## src/rtl/alu_pkg.sv

```systemverilog
// Shared definitions for the multi-cycle adder family: FSM state encoding
// and the width of one lookahead group.
package alu_pkg;

    typedef enum logic [1:0] {
        ST_IDLE = 2'd0,
        ST_RUN  = 2'd1,
        ST_DONE = 2'd2
    } state_e;

    localparam int GROUP_BITS = 4;

endpackage

```

## src/rtl/lookahead_carry_unit.sv

```systemverilog
// 4-bit carry lookahead unit. c[i] is the carry into bit i of the group
// (c[0] is the group carry-in); c_out is the carry out of bit 3.
module lookahead_carry_unit (
    input  logic [3:0] p,
    input  logic [3:0] g,
    input  logic       c_in,
    output logic [3:0] c,
    output logic       c_out
);

    assign c[0]  = c_in;
    assign c[1]  = g[0] | (p[0] & c_in);
    assign c[2]  = g[1] | (p[1] & g[0]) | (p[1] & p[0] & c_in);
    assign c[3]  = g[2] | (p[2] & g[1]) | (p[2] & p[1] & g[0])
                 | (p[2] & p[1] & p[0] & c_in);
    assign c_out = g[3] | (p[3] & g[2]) | (p[3] & p[2] & g[1])
                 | (p[3] & p[2] & p[1] & g[0])
                 | (p[3] & p[2] & p[1] & p[0] & c_in);

endmodule

```

## src/rtl/pg_gen4.sv

```systemverilog
// Propagate/generate terms for one 4-bit group. Operand B is expected to be
// pre-conditioned (already inverted for subtraction) by the caller.
module pg_gen4
    import alu_pkg::*;
(
    input  logic [GROUP_BITS-1:0] a,
    input  logic [GROUP_BITS-1:0] b,
    output logic [GROUP_BITS-1:0] p,
    output logic [GROUP_BITS-1:0] g
);

    assign p = a ^ b;
    assign g = a & b;

endmodule

```

## src/rtl/multicycle_cla_adder.sv

```systemverilog
// Multi-cycle adder/subtractor: one 4-bit group per cycle, LSB first, with a
// single shared lookahead carry unit whose carry-out is registered as the next
// group's carry-in. Subtraction is A + ~B + 1 using the initial carry-in.
module multicycle_cla_adder
    import alu_pkg::*;
#(
    parameter int WIDTH = 32
) (
    input  logic             clk,
    input  logic             rst_n,
    input  logic             in_valid,
    output logic             in_ready,
    input  logic [WIDTH-1:0] a,
    input  logic [WIDTH-1:0] b,
    input  logic             sub,
    output logic             out_valid,
    input  logic             out_ready,
    output logic [WIDTH-1:0] sum,
    output logic             carry_out,
    output logic             overflow,
    output logic             zero,
    output logic             negative
);

    localparam int NGROUPS = WIDTH / GROUP_BITS;
    localparam int IDXW    = (NGROUPS > 1) ? $clog2(NGROUPS) : 1;
    localparam logic [IDXW-1:0] LAST_IDX = IDXW'(NGROUPS - 1);

    if (((WIDTH % GROUP_BITS) != 0) || (WIDTH < GROUP_BITS)) begin : g_bad_width
        $error("multicycle_cla_adder: WIDTH must be a multiple of 4 and >= 4");
    end

    state_e            state_q, state_d;
    logic [WIDTH-1:0]  a_q, a_d;
    logic [WIDTH-1:0]  b_q, b_d;
    logic [WIDTH-1:0]  sum_q, sum_d;
    logic              carry_q, carry_d;
    logic [IDXW-1:0]   idx_q, idx_d;
    logic              carry_out_q, carry_out_d;
    logic              overflow_q, overflow_d;
    logic              zero_q, zero_d;
    logic              negative_q, negative_d;
    logic              in_ready_q, in_ready_d;
    logic              out_valid_q, out_valid_d;

    logic [GROUP_BITS-1:0] grp_a_s;
    logic [GROUP_BITS-1:0] grp_b_s;
    logic [GROUP_BITS-1:0] grp_p_s;
    logic [GROUP_BITS-1:0] grp_g_s;
    logic [GROUP_BITS-1:0] grp_c_s;
    logic                  grp_cout_s;
    logic [GROUP_BITS-1:0] grp_sum_s;
    logic [WIDTH-1:0]      sum_upd_s;

    // Select the operand bits of the group addressed by idx (AND-OR mux).
    always_comb begin
        grp_a_s = {GROUP_BITS{1'b0}};
        grp_b_s = {GROUP_BITS{1'b0}};
        for (int i = 0; i < NGROUPS; i++) begin
            grp_a_s = grp_a_s | ((idx_q == IDXW'(i)) ? a_q[i*GROUP_BITS +: GROUP_BITS]
                                                     : {GROUP_BITS{1'b0}});
            grp_b_s = grp_b_s | ((idx_q == IDXW'(i)) ? b_q[i*GROUP_BITS +: GROUP_BITS]
                                                     : {GROUP_BITS{1'b0}});
        end
    end

    pg_gen4 u_pg_gen4 (
        .a (grp_a_s),
        .b (grp_b_s),
        .p (grp_p_s),
        .g (grp_g_s)
    );

    lookahead_carry_unit u_lcu (
        .p     (grp_p_s),
        .g     (grp_g_s),
        .c_in  (carry_q),
        .c     (grp_c_s),
        .c_out (grp_cout_s)
    );

    assign grp_sum_s = grp_p_s ^ grp_c_s;

    // Result with the current group's sum bits merged in; flags look at this.
    always_comb begin
        sum_upd_s = sum_q;
        for (int i = 0; i < NGROUPS; i++) begin
            sum_upd_s[i*GROUP_BITS +: GROUP_BITS] =
                (idx_q == IDXW'(i)) ? grp_sum_s : sum_q[i*GROUP_BITS +: GROUP_BITS];
        end
    end

    // Next-state, datapath and flag update for the IDLE/RUN/DONE sequencer.
    always_comb begin
        state_d     = state_q;
        a_d         = a_q;
        b_d         = b_q;
        sum_d       = sum_q;
        carry_d     = carry_q;
        idx_d       = idx_q;
        carry_out_d = carry_out_q;
        overflow_d  = overflow_q;
        zero_d      = zero_q;
        negative_d  = negative_q;

        case (state_q)
            ST_IDLE: begin
                if (in_valid) begin
                    a_d     = a;
                    b_d     = b ^ {WIDTH{sub}};
                    carry_d = sub;
                    idx_d   = {IDXW{1'b0}};
                    sum_d   = {WIDTH{1'b0}};
                    state_d = ST_RUN;
                end else begin
                    state_d = ST_IDLE;
                end
            end
            ST_RUN: begin
                sum_d   = sum_upd_s;
                carry_d = grp_cout_s;
                idx_d   = idx_q + IDXW'(1);
                if (idx_q == LAST_IDX) begin
                    carry_out_d = grp_cout_s;
                    // carry into the MSB differs from carry out of it
                    overflow_d  = grp_c_s[GROUP_BITS-1] ^ grp_cout_s;
                    zero_d      = (sum_upd_s == {WIDTH{1'b0}});
                    negative_d  = sum_upd_s[WIDTH-1];
                    state_d     = ST_DONE;
                end else begin
                    state_d = ST_RUN;
                end
            end
            ST_DONE: begin
                if (out_ready) begin
                    state_d = ST_IDLE;
                end else begin
                    state_d = ST_DONE;
                end
            end
            default: begin
                state_d = ST_IDLE;
            end
        endcase

        // Handshake outputs are registered decodes of the next state, so
        // in_ready only rises on the edge that completes the output handshake.
        in_ready_d  = (state_d == ST_IDLE);
        out_valid_d = (state_d == ST_DONE);
    end

    // State and datapath registers with asynchronous abort to reset values.
    always_ff @(posedge clk or negedge rst_n) begin
        if (!rst_n) begin
            state_q     <= ST_IDLE;
            a_q         <= {WIDTH{1'b0}};
            b_q         <= {WIDTH{1'b0}};
            sum_q       <= {WIDTH{1'b0}};
            carry_q     <= 1'b0;
            idx_q       <= {IDXW{1'b0}};
            carry_out_q <= 1'b0;
            overflow_q  <= 1'b0;
            zero_q      <= 1'b0;
            negative_q  <= 1'b0;
            in_ready_q  <= 1'b1;
            out_valid_q <= 1'b0;
        end else begin
            state_q     <= state_d;
            a_q         <= a_d;
            b_q         <= b_d;
            sum_q       <= sum_d;
            carry_q     <= carry_d;
            idx_q       <= idx_d;
            carry_out_q <= carry_out_d;
            overflow_q  <= overflow_d;
            zero_q      <= zero_d;
            negative_q  <= negative_d;
            in_ready_q  <= in_ready_d;
            out_valid_q <= out_valid_d;
        end
    end

    assign in_ready  = in_ready_q;
    assign out_valid = out_valid_q;
    assign sum       = sum_q;
    assign carry_out = carry_out_q;
    assign overflow  = overflow_q;
    assign zero      = zero_q;
    assign negative  = negative_q;

endmodule
```

## config.mk

```make
export PLATFORM = sky130hd
export DESIGN_NAME = multicycle_cla_adder
export DESIGN_NICKNAME = d
export VERILOG_FILES = /design/src/rtl/alu_pkg.sv /design/src/rtl/lookahead_carry_unit.sv /design/src/rtl/pg_gen4.sv /design/src/rtl/multicycle_cla_adder.sv
export SDC_FILE = /design/constraint.sdc
export NUM_CORES = 1
export LEC_CHECK = 0
export ABC_AREA = 1
export BUFFER_PORTS_ARGS = -buffer_cell sky130_fd_sc_hd__buf_2
export CORE_ASPECT_RATIO = 0.75
export CORE_MARGIN = 4
export CORE_UTILIZATION = 30
export DETAILED_ROUTE_END_ITERATION = 8
export HOLD_SLACK_MARGIN = 0.08
export SYNTH_ARGS = -nofsm -noshare
export SYNTH_HDL_FRONTEND = slang
export SYNTH_HIERARCHICAL = 1
export SYNTH_SLANG_ARGS = --single-unit
```

## constraint.sdc

```tcl
create_clock -name clk -period 2.7 [get_ports clk]
set_input_delay 0.675 -clock clk [delete_from_list [all_inputs] [get_ports clk]]
set_output_delay 0.675 -clock clk [all_outputs]
set_load 0.01 [all_outputs]
```

Word level (Yosys, flattened, before mapping). Cells that the tools add are included. W data, S select, Z words.

Input port bits: 69. Flip-flop bits (word level): 108. Output and inout port bits: 38.

Mux-type cells: 34. Equal/unequal tests: 11. Reduce and logical (&&, ||, !) cells: 8. Bitwise operators: 45. Add/sub/neg operators: 1.

Operator list (number): $mux W4 (24); $pmux W32 S2 (1); $or A4 B4 Y4 (14); $logic_not A32 Y1 (1); $mux W32 (1); $xor A32 B32 Y32 (1); $and A1 B1 Y1 (16); $eq A3 B3 Y1 const B (4); $or A1 B1 Y1 (10); $xor A4 B4 Y4 (2); $eq A3 B2 Y1 const B (2); $pmux W2 S3 (1); $pmux W3 S2 (1); $reduce_and A2 Y1 (3); $and A4 B4 Y4 (1); $eq A2 B2 Y1 const B (2); $logic_not A2 Y1 (2); $mux W2 (2); $add A3 B1 Y3 const B (1); $eq A3 B1 Y1 const B (1); $logic_not A3 Y1 (1); $mux W3 (1); $eq A2 B1 Y1 const B (1); $mux W1 (2); other kinds (4) (4).

Longest topological paths before layout.
Depth in word-level cells: 17. Gate-level depth with buffers: 25. Gate-level depth less buffers: 24.

Modules after synthesis. The synthesis kept the hierarchy.

By module, submodules not included: multicycle_cla_adder (cells each 646, times used 1, seq. area each 2703.8 µm², area each 5424.0 µm²); lookahead_carry_unit (cells each 21, times used 1, seq. area each 0.0 µm², area each 86.3 µm²); pg_gen4 (cells each 4, times used 1, seq. area each 0.0 µm², area each 50.0 µm²).

Worst setup path before layout. Ideal clock, no wire load.

Path kind: flip-flop to flip-flop. From: register idx_q[0]. To: register zero_q (netlist: zero). Data required time: 2583 ps. Library setup time: 117 ps. Path buffers: 1. Cell stages (with the launch flop): 22. Arrival: 2758 ps. Slack: -175 ps. Period minus slack after synthesis: 2875 ps. Path through: dfrtp_1 ha_1 ha_1 buf_2 inv_1 o22ai_1 a221oi_1 nand2_1 ha_1 nand2_1 nand2_1 nand2_1 nand2_1 inv_1 nand2_1 nand2_1 o21ai_0 nor2_1 nand2_1 nor2_1 nand3_1 nand2_1.

Elaborated cells between the ends (all ways): 66.

RTL lines: start: declaration (line multicycle_cla_adder.sv:38) `logic [IDXW-1:0] idx_q, idx_d;`; start signal: assignment (line multicycle_cla_adder.sv:160) `idx_q <= {IDXW{1'b0}};`; start signal: assignment (line multicycle_cla_adder.sv:173) `idx_q <= idx_d;`; $eq A3 B1 Y1 / $logic_not A3 Y1 (equally long branches) (line multicycle_cla_adder.sv:62) `grp_b_s = grp_b_s | ((idx_q == IDXW'(i)) ? b_q[i*GROUP_BITS +: GROUP_BITS]`; $mux W4 (line multicycle_cla_adder.sv:62); $or A4 B4 Y4 (6 in series) (line multicycle_cla_adder.sv:62); $or A4 B4 Y4 (*) (line multicycle_cla_adder.sv:62); via grp_b_s[0] (line multicycle_cla_adder.sv:47) `logic [GROUP_BITS-1:0] grp_b_s;`; $xor A4 B4 Y4 (*) (line pg_gen4.sv:12) `assign p = a ^ b;`; via grp_p_s[0] (line multicycle_cla_adder.sv:48) `logic [GROUP_BITS-1:0] grp_p_s;`; $and A1 B1 Y1 (*) (line lookahead_carry_unit.sv:12) `assign c[1] = g[0] | (p[0] & c_in);`; $or A1 B1 Y1 (*) (line lookahead_carry_unit.sv:12); via grp_c_s[1] (line multicycle_cla_adder.sv:50) `logic [GROUP_BITS-1:0] grp_c_s;`; $xor A4 B4 Y4 (*) (line multicycle_cla_adder.sv:82) `assign grp_sum_s = grp_p_s ^ grp_c_s;`; $mux W4 (line multicycle_cla_adder.sv:89) `(idx_q == IDXW'(i)) ? grp_sum_s : sum_q[i*GROUP_BITS +: GROUP_BITS];`; $logic_not A32 Y1 (*) (line multicycle_cla_adder.sv:127) `zero_d = (sum_upd_s == {WIDTH{1'b0}});`; end signal: assignment (line multicycle_cla_adder.sv:176) `zero_q <= zero_d;`; end: declaration (line multicycle_cla_adder.sv:41) `logic zero_q, zero_d;`.

The timed path passes the listed nets; every way through them passes the cells marked *. A chain may end at the register's enable or synchronous reset.

Worst setup path after layout.
From: register idx_q[1]. To: register zero_q (netlist: zero).

Word-level cells in the longest chain between the ends: 17. Elaborated cells between the ends (all ways): 66.

RTL lines: $eq A3 B1 Y1 / $logic_not A3 Y1 (equally long branches) (line multicycle_cla_adder.sv:60) `grp_a_s = grp_a_s | ((idx_q == IDXW'(i)) ? a_q[i*GROUP_BITS +: GROUP_BITS]`; $mux W4 (line multicycle_cla_adder.sv:60); $or A4 B4 Y4 (6 in series) (line multicycle_cla_adder.sv:60); $or A4 B4 Y4 (*) (line multicycle_cla_adder.sv:60); via grp_a_s[2] (line multicycle_cla_adder.sv:46) `logic [GROUP_BITS-1:0] grp_a_s;`; $xor A4 B4 Y4 (*) (line pg_gen4.sv:12); via grp_p_s[2] (line multicycle_cla_adder.sv:48); $and A1 B1 Y1, on equally long branches (line lookahead_carry_unit.sv:14, lookahead_carry_unit.sv:15); $or A1 B1 Y1, or another cell as far along (line lookahead_carry_unit.sv:14) `assign c[3] = g[2] | (p[2] & g[1]) | (p[2] & p[1] & g[0])`; $or A1 B1 Y1 / $and A1 B1 Y1 (equally long branches) (line lookahead_carry_unit.sv:14, lookahead_carry_unit.sv:15); $or A1 B1 Y1 (*) (line lookahead_carry_unit.sv:15) `| (p[2] & p[1] & p[0] & c_in);`; via grp_c_s[3] (line multicycle_cla_adder.sv:50); $xor A4 B4 Y4 (*) (line multicycle_cla_adder.sv:82); $mux W4 (line multicycle_cla_adder.sv:89); $logic_not A32 Y1 (*) (line multicycle_cla_adder.sv:127).

Marked as above.

==> impl_metrics.csv <==
group,metric,value,unit
sta,fin_skew,0.00862,ns
worst_setup_path,cp-startpoint,"idx_q[1]$_DFFE_PN0P_",
worst_setup_path,critPathMaxFanout,5,
drt,wl_met2,7710,um
floorplanning,rows,42,
drt,routed_wl,17600,um
clocking,ctsHtreeMaxLevel,3,
floorplanning,start_util,0.310,
worst_setup_path,critical_path_class,"flip-flop to flip-flop",
yosys,synth_top_cell_area_share,0.482,
yosys,synth_cell_types,31,
placement,port_buffers,106,
drt,routed_via_density,4.71,
grt,grt_usage,0.163,
clocking,root_buffer,"clkbuf_16",
yosys,synthFlopType,"dfrtp_1",
sta,fin_crit_sh,1.12,
layout,fill_cells,1773,
grt,grt_overflow_total,0,
min_path,min_path_type,"input port to asynchronous set/reset pin",
clocking,numCtsBuffers,9,
grt,first_global_vias,4946,
grt,grt_pass1_wl,26800,um
floorplanning,die_y,126,um
yosys,synth_most_common_cell,"nand2_1",
worst_setup_path,worstPathRequired,2.99,ns
drt,num_vias,5224,
yosys,netlist_area,0.00556,mm2
grt,antenna_found_initial,0,
run,cap_violations,0,
yosys,syn-num-nets,750,
yosys,synth_seq_area_share,0.486,
sta,layout_setup_ws,-0.320,ns
yosys,yosysTopAreaCell,"dfrtp_1",
placement,dp.cells,1067,
yosys,synth-edff-count,0,
floorplanning,boundaryPins,107,
layout,final_nets,942,
drt,drcViolationCount,0,
clocking,clock_path_buffers,2,
floorplanning,die_w,165,um
placement,dpl.hpwl,12400,um
floorplanning,die_area,0.0208,mm2
yosys,syn_inst,671,
run_status,status,"finished, violations left",
drt,wl_per_cell,15.9,um
clocking,clk_pin_slew_worst_paths,0.07,ns
yosys,ys_seq_elements,108,
layout,n_antenna_cell,0,
drt,highest_layer,"met4",
yosys,yosys-top-cells-area,"dfrtp_1 (48%), nand2_1 (18%), inv_1 (3.4%), o21ai_0 (3.2%), o22ai_1 (2.7%)",
drt,met3_wirelength,1100,um
yosys,ys_top_cells_by_count,"nand2_1 (271), dfrtp_1 (107), inv_1 (50)",
yosys,yosys_warnings,6,
yosys,synth.avg_cell_area,8.29,um2
clocking,hold_buffers,0,
layout,multiInputGateArea,0.00314,mm2
clocking,cts_tree,"yes",
grt,grt_max_degree,66,
worst_setup_path,worstSetupStartpointType,"flip-flop",
clocking,worstSkewPairLatency,0.35,ns
worst_setup_path,r2r_start,"idx_q[1]$_DFFE_PN0P_",
layout,ff_latch_area,0.00271,mm2
layout,drive_gt1_frac,0.426,
worst_setup_path,worstPathArrival,3.31,ns
run_status,violations,"setup timing",
layout,area_delta_synth_final,47.3,%
drt,met1_length,8680,um
sta,fin_crit,3.02,ns
sta,final_max_slew_viol_count,0,
floorplanning,core,0.0179,mm2
sta,max_freq,331,MHz
layout,fin_cells,1109,
clocking,cts.sinks,108,
drt,drtPass1Iterations,5,
sta,slew_headroom,0.352,
sta,hold_viol,0,
yosys,ys_async_sr_fraction,1.00,
drt,drt_iter0_markers,339,
worst_setup_path,critPathCaptureType,"flip-flop",
sta,finalSetupViolations,22,
sta,worstMarginPinSlew,0.970,ns
placement,gp_congestion,0.872,
drt,final_antenna_net_count,0,
sta,rsz0062_at_grt,"true",
[sequential cells by signal, indices dropped and copies added (netlist names), 2 cells and up]
signal and count:
a_q 32, idx_q 3, b_q 32, sum 32, state_q 2
[metal layers]
metal / track usage / vias up
met5: 0 / -
met4: 0.0284 / 0
met3: 0.0343 / 19
met2: 0.227 / 165
met1: 0.260 / 2486
li1: - / 2554
[cell families (layout without fill, tap and decap cells)]
family | after synthesis | count (layout) | share of synthesized area
flip-flops | 108 | 108 | 0.486
adder cells (fa/ha/maj) | 10 | 10 | 0.0225
AO/OA/AOI/OAI | 115 | 115 | 0.129
XOR/XNOR | 33 | 33 | 0.0520
buffers and inverters | 91 | 287 | 0.0788
AND/OR/NAND/NOR | 313 | 313 | 0.230
multiplexers | 1 | 1 | 0.00203
[what timing repair did]
item	4_1_cts	5_1_grt
setup buffers	21	12
resized for setup	77	134
pin swaps	30	44
setup endpoints to repair	35	37
[cell usage in the layout, fill, tap and decap left out, types with 7 or more instances in the layout]
| cell type | n |
|---|---|
| clkbuf_16 | 9 |
| buf_4 | 70 |
| o22ai_1 | 8 |
| inv_2 | 10 |
| a32o_1 | 7 |
| dfrtp_1 | 106 |
| o21ai_0 | 19 |
| o21ai_2 | 7 |
| buf_6 | 33 |
| xnor2_1 | 16 |
| nor2_1 | 13 |
| o22ai_2 | 16 |
| nand2_1 | 222 |
| nand2_4 | 27 |
| xor2_1 | 16 |
| inv_1 | 42 |
| ha_4 | 10 |
| o21ai_1 | 20 |
| a22o_1 | 11 |
| buf_2 | 105 |
| nand2_2 | 27 |
[final cells by class]
type / instances / share of cell area
Sequential cell: 108 / 0.330
Clock inverter: 3 / 0.00550
Timing Repair Buffer: 210 / 0.179
Inverter: 62 / 0.0330
Multi-Input combinational cell: 472 / 0.383
Tap cell: 242 / 0.0370
Clock buffer: 12 / 0.0325
[critical path: stages (launching register included)]
cell	delay [ns]
dfrtp_1	0.41
buf_6	0.15
inv_8	0.04
ha_4	0.16
nand2_4	0.08
inv_4	0.05
buf_4	0.12
a22o_1	0.19
a21oi_1	0.10
nand4_1	0.15
ha_4	0.29
a21oi_4	0.20
nand2_8	0.10
inv_6	0.08
nand2_4	0.06
nand2_8	0.10
buf_6	0.11
o21ai_4	0.05
nor2_1	0.10
nand2_1	0.07
nor2_1	0.15
nand3_1	0.12
nand2_1	0.07
[stage by stage]
step | instance area, um2 | TNS, ns | utilization | hold slack [ns] | worst slack (ns)
after detailed placement | 6850 | -7.65 | 0.382 | 0.468 | -0.539
after floorplan | 5620 | 0 | - | 0.379 | 0.000727
final | 8190 | -1.79 | 0.457 | 0.371 | -0.320
after global placement | 6850 | -5.82 | 0.382 | 0.462 | -0.452
after CTS | 7600 | -0.683 | 0.424 | 0.395 | -0.273
after global routing | 8190 | -6.19 | 0.457 | 0.428 | -0.503
[final timing paths]
| kind | endpoint | slack [ns] | cells past startpoint |
|---|---|---|---|
| max in group asynchronous | a_q[4]$_DFFE_PN0P_ | 1.67 | 2 |
| worst min-delay path | sum[0]$_DFFE_PN0P_ | 0.37 | 1 |
| min in group clk | a_q[29]$_DFFE_PN0P_ | 0.48 | 2 |
| worst max register to register | zero$_DFFE_PN0N_ | -0.32 | 22 |
| worst min register to register | a_q[29]$_DFFE_PN0P_ | 0.48 | 2 |
| worst max-delay path | zero$_DFFE_PN0N_ | -0.32 | 22 |
Power is not shown: default switching activity piles up to over one toggle a cycle in this logic, so the estimate is an artifact.
